**src/rtl/lcd_cmd_sched_pkg.sv**
```systemverilog
// lcd_cmd_sched shared types: opcodes and scheduler states.
// Imported by the FIFO, the interface users and the top.
package lcd_sched_pkg;

  typedef logic [2:0] op_t;

  localparam op_t OP_WRTBK = 3'd0;
  localparam op_t OP_UP    = 3'd1;
  localparam op_t OP_DN    = 3'd2;
  localparam op_t OP_LF    = 3'd3;
  localparam op_t OP_RT    = 3'd4;
  localparam op_t OP_AVG   = 3'd5;
  localparam op_t OP_MRR_X = 3'd6;
  localparam op_t OP_MRR_Y = 3'd7;

  typedef enum logic [1:0] {
    BOOT = 2'd0,
    RUN  = 2'd1,
    WB   = 2'd2,
    FIN  = 2'd3
  } state_t;

endpackage

```
**src/rtl/lcd_cmd_sched_if.sv**
```systemverilog
// Host-side opcode push handshake for lcd_cmd_sched.
// master = host/sequencer, slave = scheduler.
interface lcd_cmd_sched_if;
  import lcd_sched_pkg::*;

  op_t  host_cmd;
  logic host_valid;
  logic host_ready;

  modport master (
    output host_cmd,
    output host_valid,
    input  host_ready
  );

  modport slave (
    input  host_cmd,
    input  host_valid,
    output host_ready
  );

endinterface

```
**src/rtl/lcd_cmd_sched_fifo.sv**
```systemverilog
// DEPTH x 3-bit synchronous FIFO with full/empty/level.
// Pointers wrap naturally; the caller never pushes full or pops empty.
module lcd_cmd_fifo
  import lcd_sched_pkg::*;
#(
  parameter int DEPTH = 8,
  parameter int LVL_W = 4
) (
  input  logic             clk,
  input  logic             reset,
  input  logic             push_i,
  input  op_t              din_i,
  input  logic             pop_i,
  output op_t              dout_o,
  output logic             full_o,
  output logic             empty_o,
  output logic [LVL_W-1:0] level_o
);

  localparam int AW = $clog2(DEPTH);

  op_t              mem_q [DEPTH];
  logic [AW-1:0]    wr_ptr_q, wr_ptr_d;
  logic [AW-1:0]    rd_ptr_q, rd_ptr_d;
  logic [LVL_W-1:0] level_q, level_d;

  // Next pointers and level from push/pop.
  always_comb begin
    wr_ptr_d = wr_ptr_q;
    rd_ptr_d = rd_ptr_q;
    level_d  = level_q;
    if (push_i) wr_ptr_d = wr_ptr_q + 1'b1;
    if (pop_i)  rd_ptr_d = rd_ptr_q + 1'b1;
    unique case ({push_i, pop_i})
      2'b10:   level_d = level_q + LVL_W'(1);
      2'b01:   level_d = level_q - LVL_W'(1);
      default: level_d = level_q;
    endcase
  end

  // Pointer and level registers.
  always_ff @(posedge clk or posedge reset) begin
    if (reset) begin
      wr_ptr_q <= '0;
      rd_ptr_q <= '0;
      level_q  <= '0;
    end else begin
      wr_ptr_q <= wr_ptr_d;
      rd_ptr_q <= rd_ptr_d;
      level_q  <= level_d;
    end
  end

  // Storage; contents are don't-care until written.
  always_ff @(posedge clk) begin
    if (push_i) mem_q[wr_ptr_q] <= din_i;
  end

  assign dout_o  = mem_q[rd_ptr_q];
  assign full_o  = (level_q == LVL_W'(DEPTH));
  assign empty_o = (level_q == '0);
  assign level_o = level_q;

endmodule

```
**src/rtl/lcd_cmd_sched.sv**
```systemverilog
// LCD command scheduler: queues host opcodes, issues them as strobes.
// Optional watchdog on BOOT/WB waits: define LCD_SCHED_TIMEOUT_EN.
module lcd_cmd_sched
  import lcd_sched_pkg::*;
#(
  parameter int DEPTH       = 8,
  parameter int LVL_W       = 4,
  parameter int CNT_W       = 8,
  parameter int TIMEOUT_CYC = 256
) (
  input  logic             clk,
  input  logic             reset,
  lcd_cmd_sched_if.slave   host,
  input  logic             lcd_busy,
  input  logic             lcd_done,
  output op_t              lcd_cmd,
  output logic             lcd_cmd_valid,
  output logic [LVL_W-1:0] fifo_level,
  output logic [CNT_W-1:0] issued_cnt,
  output logic             sched_idle,
  output logic             finished,
  output logic             err
);

  if (DEPTH < 2 || (1 << $clog2(DEPTH)) != DEPTH ||
      LVL_W != $clog2(DEPTH) + 1 || TIMEOUT_CYC < 1)
  begin : g_cfg_err
    $error("lcd_cmd_sched: inconsistent parameters");
  end

  state_t           state_q, state_d;
  op_t              cmd_q, cmd_d;
  logic             vld_q, vld_d;
  logic [CNT_W-1:0] cnt_q, cnt_d;
  logic             wbq_q, wbq_d;

  op_t              f_dout;
  logic             f_full;
  logic             f_empty;
  logic [LVL_W-1:0] f_level;

  logic             push;
  logic             pop;
  logic             tmo_hit;

  assign host.host_ready = ~reset & ~f_full & ~wbq_q &
                           (state_q != FIN);
  assign push = host.host_valid & host.host_ready;
  assign pop  = (state_q == RUN) & ~f_empty & ~lcd_busy;

  lcd_cmd_fifo #(
    .DEPTH (DEPTH),
    .LVL_W (LVL_W)
  ) u_fifo (
    .clk     (clk),
    .reset   (reset),
    .push_i  (push),
    .din_i   (host.host_cmd),
    .pop_i   (pop),
    .dout_o  (f_dout),
    .full_o  (f_full),
    .empty_o (f_empty),
    .level_o (f_level)
  );

`ifdef LCD_SCHED_TIMEOUT_EN
  localparam int TMO_W = $clog2(TIMEOUT_CYC + 1);

  logic [TMO_W-1:0] tmo_q, tmo_d;
  logic             err_q, err_d;
  logic             waiting;

  assign waiting = (state_q == BOOT) | (state_q == WB);
  assign tmo_hit = waiting &
                   (tmo_q == TMO_W'(TIMEOUT_CYC - 1));

  // Watchdog counts while waiting, clears when the state moves on.
  always_comb begin
    tmo_d = '0;
    err_d = err_q | tmo_hit;
    if (waiting && state_d == state_q) tmo_d = tmo_q + 1'b1;
  end

  // Watchdog registers; err is sticky until reset.
  always_ff @(posedge clk or posedge reset) begin
    if (reset) begin
      tmo_q <= '0;
      err_q <= 1'b0;
    end else begin
      tmo_q <= tmo_d;
      err_q <= err_d;
    end
  end

  assign err = err_q;
`else
  assign tmo_hit = 1'b0;
  assign err     = 1'b0;
`endif

  // Session sequencing, issue strobe and counters.
  always_comb begin
    state_d = state_q;
    cmd_d   = cmd_q;
    vld_d   = 1'b0;
    cnt_d   = cnt_q;
    wbq_d   = wbq_q;
    if (push && host.host_cmd == OP_WRTBK) wbq_d = 1'b1;
    if (pop) begin
      cmd_d = f_dout;
      vld_d = 1'b1;
      if (cnt_q != {CNT_W{1'b1}}) cnt_d = cnt_q + 1'b1;
    end
    unique case (state_q)
      BOOT: if (!lcd_busy) state_d = RUN;
      RUN:  if (pop && f_dout == OP_WRTBK) state_d = WB;
      WB:   if (lcd_done) state_d = FIN;
      FIN:  state_d = FIN;
      default: state_d = BOOT;
    endcase
    if (tmo_hit) state_d = FIN;
  end

  // State and output registers.
  always_ff @(posedge clk or posedge reset) begin
    if (reset) begin
      state_q <= BOOT;
      cmd_q   <= OP_WRTBK;
      vld_q   <= 1'b0;
      cnt_q   <= '0;
      wbq_q   <= 1'b0;
    end else begin
      state_q <= state_d;
      cmd_q   <= cmd_d;
      vld_q   <= vld_d;
      cnt_q   <= cnt_d;
      wbq_q   <= wbq_d;
    end
  end

  assign lcd_cmd       = cmd_q;
  assign lcd_cmd_valid = vld_q;
  assign fifo_level    = f_level;
  assign issued_cnt    = cnt_q;
  assign sched_idle    = (state_q == RUN) & f_empty;
  assign finished      = (state_q == FIN);

endmodule

```
**src/flat_wrapper.sv**
```systemverilog
// flat-port wrapper written by rule: the top's interface ports become plain ports
module lcd_cmd_sched_flat import lcd_sched_pkg::*;
#(
  parameter int DEPTH       = 8,
  parameter int LVL_W       = 4,
  parameter int CNT_W       = 8,
  parameter int TIMEOUT_CYC = 256
)
  (clk, reset, lcd_busy, lcd_done, lcd_cmd, lcd_cmd_valid, fifo_level, issued_cnt, sched_idle, finished, err, host_host_cmd, host_host_valid, host_host_ready);
  lcd_cmd_sched_if host_i ();
  input  logic clk;
  input  logic reset;
  input  logic lcd_busy;
  input  logic lcd_done;
  output op_t lcd_cmd;
  output logic lcd_cmd_valid;
  output logic [LVL_W-1:0] fifo_level;
  output logic [CNT_W-1:0] issued_cnt;
  output logic sched_idle;
  output logic finished;
  output logic err;
  input wire logic [$bits(host_i.host_cmd)-1:0] host_host_cmd;
  input wire logic [$bits(host_i.host_valid)-1:0] host_host_valid;
  output wire logic [$bits(host_i.host_ready)-1:0] host_host_ready;
  assign host_i.host_cmd = host_host_cmd;
  assign host_i.host_valid = host_host_valid;
  assign host_host_ready = host_i.host_ready;
  lcd_cmd_sched #(.DEPTH(DEPTH), .LVL_W(LVL_W), .CNT_W(CNT_W), .TIMEOUT_CYC(TIMEOUT_CYC)) u_core (.clk(clk), .reset(reset), .host(host_i), .lcd_busy(lcd_busy), .lcd_done(lcd_done), .lcd_cmd(lcd_cmd), .lcd_cmd_valid(lcd_cmd_valid), .fifo_level(fifo_level), .issued_cnt(issued_cnt), .sched_idle(sched_idle), .finished(finished), .err(err));
endmodule
```
**config.mk**
```make
export PLATFORM = sky130hd
export DESIGN_NAME = lcd_cmd_sched_flat
export DESIGN_NICKNAME = d
export VERILOG_FILES = /design/src/rtl/lcd_cmd_sched_pkg.sv /design/src/rtl/lcd_cmd_sched_if.sv /design/src/rtl/lcd_cmd_sched_fifo.sv /design/src/rtl/lcd_cmd_sched.sv /design/src/flat_wrapper.sv
export SDC_FILE = /design/constraint.sdc
export NUM_CORES = 1
export LEC_CHECK = 0
export CAP_MARGIN = 15
export CORE_MARGIN = 3
export CORE_UTILIZATION = 49
export DETAILED_ROUTE_END_ITERATION = 10
export MAX_ROUTING_LAYER = met4
export PLACE_DENSITY = 0.75
export SYNTH_ARGS = -nofsm -noshare
export SYNTH_HDL_FRONTEND = slang
export SYNTH_SLANG_ARGS = --single-unit
```
**constraint.sdc**
```tcl
create_clock -name clk -period 2.36 [get_ports clk]
set_input_delay 0.472 -clock clk [delete_from_list [all_inputs] [get_ports clk]]
set_output_delay 0.472 -clock clk [all_outputs]
set_load 0.01 [all_outputs]
```
=== Word-level counts from Yosys, hierarchy flattened ===
Memories as Yosys holds them, arrays and structs flattened.
Index checks and enable logic that the tools add are counted.

* Add/subtract/negate cells: 5
* Eq/ne operators: 11
* Muxes and demuxes: 8
* Bitwise logic cells: 12
* Reduce and logical (&&, ||, !) cells: 9

{| class="wikitable"
|+ Operators with widths
! operator !! number
|-
| $add A8 B1 Y8 const B || 1
|-
| $ne A8 B8 Y1 const B || 1
|-
| $pmux W2 S4 || 1
|-
| $pmux W4 S2 || 1
|-
| $and A1 B1 Y1 || 7
|-
| $add A3 B1 Y3 const B || 2
|-
| $eq A2 B2 Y1 const B || 3
|-
| $logic_not A3 Y1 || 2
|-
| $mux W2 || 3
|-
| $ne A2 B2 Y1 const B || 3
|-
| $not A1 Y1 || 5
|-
| $add A4 B1 Y4 const B || 1
|-
| $eq A2 B1 Y1 const B || 2
|-
| $eq A4 B4 Y1 const B || 1
|-
| $logic_not A4 Y1 || 1
|-
| $sub A4 B1 Y4 const B || 1
|-
| $mux W1 || 3
|-
| $reduce_and A3 Y1 || 1
|-
| $logic_and A1 B1 Y1 || 2
|-
| $logic_not A2 Y1 || 1
|-
| $ne A2 B1 Y1 const B || 1
|-
| $reduce_and A2 Y1 || 1
|-
| $reduce_bool A2 Y1 || 1
|}

* Flip-flop bits (word level): 25
* Bits in writable memories: 24
* Input port bits: 8
* Output and inout port bits: 20
* Logic and storage cells: 54
* Memories kept: 1

{| class="wikitable"
|+ Memories
! name !! words !! bits a word !! rd ports !! clocked after memory_dff !! write ports !! line !! source
|-
| u_core.u_fifo.mem_q || 8 || 3 || 1 || 0 || 1 || lcd_cmd_sched_fifo.sv:22 || <nowiki>op_t mem_q [DEPTH];</nowiki>
|}

=== Longest topological paths before layout ===
* Word-level depth: 8
* Gate-level depth with buffers: 12
* Depth with buffers taken out: 10

=== Hierarchy ===
A second synthesis with hierarchy kept.

* Cell total of the unflattened synthesis: 159
* Area total of the unflattened synthesis: 2308.5 sq um

{| class="wikitable"
|+ By module, submodules not included
! module !! times used !! cells an instance !! area each (sq um) !! sequential area each (sq um)
|-
| lcd_cmd_fifo || 1 || 96 || 1546.5 || 970.9
|-
| lcd_cmd_sched || 1 || 63 || 762.0 || 375.4
|}

=== Worst setup path after synthesis ===
Ideal clock, no wire load.

* Path type: flip-flop to flip-flop
* Start: reg u_core.u_fifo.level_q[1], in the netlist u_core.u_fifo.level_o[1]
* End: reg u_core.u_fifo.level_q[2], in the netlist u_core.u_fifo.level_o[2]
* Setup time: 0.131 ns
* Arrival: 2.352 ns
* Required time: 2.229 ns
* Setup slack: -0.123 ns
* Stages on the path, launching flop included: 12
* Path buffers: 1
* Period minus slack after synthesis: 2.483 ns
* Cell sequence: dfrtp_1 buf_2 nor3_1 a2111oi_4 nand2_4 ha_1 xor2_1 ha_1 a21oi_1 xor2_1 nor2_1 xor2_1

* Cells in the longest elaborated chain, start to end: 8
* Elaborated cells between the ends (all ways): 16
* Those cells by class: add/sub: 2; eq/ne: 3; mux: 1; bitwise: 8; reduce/logical: 2

{| class="wikitable"
|+ Ends and longest elaborated chain
! item !! line !! source
|-
| start, declared || lcd_cmd_sched_fifo.sv:25 || <nowiki>logic [LVL_W-1:0] level_q, level_d;</nowiki>
|-
| start signal, assigned || lcd_cmd_sched_fifo.sv:50 || <nowiki>level_q <= level_d;</nowiki>
|-
| $eq A4 B4 Y1 * || lcd_cmd_sched_fifo.sv:60 || <nowiki>assign full_o = (level_q == LVL_W'(DEPTH));</nowiki>
|-
| $not A1 Y1 * || lcd_cmd_sched.sv:46 || <nowiki>assign host.host_ready = ~reset & ~f_full & ~wbq_q &</nowiki>
|-
| $and A1 B1 Y1 * (3 in a row) || lcd_cmd_sched.sv:46 ||
|-
| named net host_host_ready || flat_wrapper.sv:24 || <nowiki>output wire logic [$bits(host_i.host_ready)-1:0] host_host_ready;</nowiki>
|-
| $and A1 B1 Y1 * || lcd_cmd_sched.sv:48 || <nowiki>assign push = host.host_valid & host.host_ready;</nowiki>
|-
| $eq A2 B1 Y1 or $eq A2 B2 Y1 (tied branches) || lcd_cmd_sched_fifo.sv:34 || <nowiki>unique case ({push_i, pop_i})</nowiki>
|-
| $pmux W4 S2 or $reduce_bool A2 Y1 (tied branches) || - ||
|}

Mark *: on every way through the listed nets, which the timed path passes. The rest lies on a longest branch.
A chain may end at the register's enable or synchronous reset.

=== Final worst setup path ===
* Start: reg u_core.u_fifo.level_q[1], in the netlist u_core.u_fifo.level_o[1]
* End: out sched_idle

* Cells in the longest elaborated chain, start to end: 2

{| class="wikitable"
|+ Ends and longest elaborated chain
! item !! line !! source
|-
| $logic_not A4 Y1 || lcd_cmd_sched_fifo.sv:61 || <nowiki>assign empty_o = (level_q == '0);</nowiki>
|-
| $and A1 B1 Y1 || lcd_cmd_sched.sv:145 || <nowiki>assign sched_idle = (state_q == RUN) & f_empty;</nowiki>
|-
| end, declared || flat_wrapper.sv:19 || <nowiki>output logic sched_idle;</nowiki>
|}

No other way between the ends.

==> flow_metrics.tcl <==
set metrics [dict create \
    outcome "finished, final reports clean" \
    clk_transition_reported_paths_ps 90 \
    crit_fanout 3 \
    dp_hpwl_um 2950 \
    clock_path_buffers 2 \
    area_growth_pct 22.8 \
    ys_warn_count 0 \
    netlist_area_um2 2270 \
    ys_ff_latch 49 \
    peakVddDrop_v 0.000508 \
    die-width_um 74.1 \
    drtIter0Drc 65 \
    end_kind "output port" \
    num-nets-final 220 \
    worstReg2RegStart "u_core.state_q[1]" \
    syn_inst 162 \
    die-area_um2 5480 \
    worst_setup_path_start_kind "flip-flop" \
    critical_path_class "reg -> out" \
    drt-total-wl_um 3920 \
    syn_nets 176 \
    skew_ps 8.78 \
    antenna_left 0 \
    clk_latency_ps 300 \
    rsz0062_at_grt "yes" \
    grt_max_degree 26 \
    gp_congestion 0.868 \
    cts_tree "done" \
    cts_made_buffers 5 \
    clock_tree.root_cell "clkbuf_8" \
    netlist.area_leader.share 0.318 \
    htree_levels 2 \
    cts.sinks 49 \
    nFillCells 317 \
    io_pins 28 \
    grt_pass1_vias 1370 \
    synth.area.top_cells "edfxtp_1 (32%), dfrtp_1 (28%), mux4_1 (4.6%)" \
    post-route-period-util 0.968 \
    synth.distinct_cells 43 \
    row_count 24 \
    syn_avg_cell_area_um2 14.0 \
    portBuffers 26 \
    drc_errors 0 \
    final_cell_mix "clkdlybuf4s50_1 (25), dfrtp_1 (24), edfxtp_1 (24), buf_4 (17), nand2_1 (15)" \
    leakagePower_nw 1.10 \
    whs_ps 485 \
    fmax_ghz 0.438 \
    yosys.area.top_type "edfxtp_1" \
    hold_path.class "reg -> reg" \
    initial_core_util 0.514 \
    p_per_area_nw_per_um2 987 \
    antenna_found_initial 0 \
    maxCapViolCount 0 \
    core_um2 4410 \
    final_common_cell "clkdlybuf4s50_1" \
    hold_violations 0 \
    p_total_mw 2.75 \
    first_pass_iters 4 \
    crit_arrival_ps 1810 \
    num_antenna_cells 0 \
    crit_required_ps 1890 \
    maxSlewViolCount 0 \
    grt_pass1_wl_um 6670 \
    period_needed_ps 2280 \
    ys_seq_area_frac 0.593 \
    hold_start "u_core.lcd_cmd[2]" \
    die_h_um 74.1 \
    setup_viol 0 \
    via_count 1384 \
    wl_per_cell_um 15.1 \
    drive_gt1_frac 0.213 \
    viasPerCell 5.34 \
    grt-ovfl-total 0 \
    ctsHoldBuffers 0 \
    cp-startpoint "u_core.u_fifo.level_o[1]" \
    grt_util_all_layers 0.171 \
]
report_power, final:
part	total (mW)	internal (mW)	switching (mW)
combinational	1.02	0.592	0.431
clock	0.472	0.205	0.267
sequential	1.26	1.05	0.207
Yosys cell counts (all sizes together):
cell type and number:
dfrtp 25, edfxtp 24, nand2 16, nor2 9, nor3 9, mux2 7
xor2 7, ha 6, xnor2 6, mux4 5, nand2b 5, a21oi 4
buf 4, nand3 4, and2 3, inv 3, nor4 3, a2111oi 2
a211oi 2, and3 2, clkbuf 2, mux2i 2, nor3b 2, a21o 1
a31oi 1, and4 1, conb 1, nand3b 1, nand4 1, nand4b 1
o21bai 1, o41ai 1, or3 1
sequential cells by signal (all words and copies together) (netlist names):
signal                  cells
u_core.u_fifo.mem_q        24
u_core.issued_cnt           8
u_core.u_fifo.level_o       4
u_core.lcd_cmd              3
u_core.u_fifo.rd_ptr_q      3
u_core.u_fifo.wr_ptr_q      3
u_core.state_q              2
u_core.lcd_cmd_valid        1
u_core.wbq_q                1
critical path, stage by stage, from the launching register on:
cell and delay [ps]:
dfrtp_1 420, nor3_2 300, nor3b_1 230, clkdlybuf4s50_1 570
worst paths after layout:
check	cells after the start	slack [ps]	endpoint
setup / recovery	3	80	sched_idle
hold / removal	2	490	u_core.lcd_cmd[2]
setup reg to reg	10	110	u_core.u_fifo.level_o[3]
hold reg to reg	2	490	u_core.lcd_cmd[2]
max in group asynchronous	3	1480	u_core.state_q[1]
min in group asynchronous	3	610	u_core.u_fifo.wr_ptr_q[2]
cell type report:
cell class | instances | area, um2 | share of cell area
clock buffer | 5 | 68.8 | 0.0247
clock inverter | 3 | 17.5 | 0.00629
inverter | 3 | 11.3 | 0.00404
multi-input combinational | 104 | 890 | 0.319
sequential | 49 | 1350 | 0.484
tap | 52 | 65.1 | 0.0233
timing repair buffer | 43 | 387 | 0.139
per-layer routing:
metal	up-vias	wire [um]	GRT usage
met3	6	135	0.0446
met2	24	2050	0.267
met4	0	62	0.0604
met1	670	1670	0.216
li1	684	-	-
met5	-	0	-
cell families (layout without fill, tap and decap cells):
kind of cell	count (synthesis)	in the layout	share of synthesized area
AND/OR/NAND/NOR	58	58	0.141
adder cells (fa/ha/maj)	6	6	0.0331
XOR/XNOR	13	13	0.0502
AO/OA/AOI/OAI	12	12	0.0562
flip-flops	49	49	0.593
other	1	1	0.00165
buffers and inverters	9	54	0.0237
multiplexers	14	14	0.101
metrics by stage:
| stage | setup WS [ps] | instances | instance area (um2) | setup TNS [ps] | util |
|---|---|---|---|---|---|
| after global routing | -10.4 | 259 | 2790 | -19.6 | 0.631 |
| after global placement | -104 | 249 | 2680 | -270 | 0.607 |
| after CTS | 50.8 | 258 | 2780 | 0 | 0.629 |
| final | 75.8 | 259 | 2790 | 0 | 0.631 |
| after detailed placement | -168 | 249 | 2680 | -491 | 0.607 |
| after floorplan | 8.66 | 162 | 2290 | 0 | - |
repair_timing:
| item | in CTS | in global routing |
|---|---|---|
| hold endpoints to repair | 0 | 0 |
| pin swaps | 1 | 1 |
| endpoints found under the setup margin | 2 | 3 |
| resized for setup | 2 | 1 |
| buffers inserted | 1 | 1 |
(Power assumes the default switching activity.)
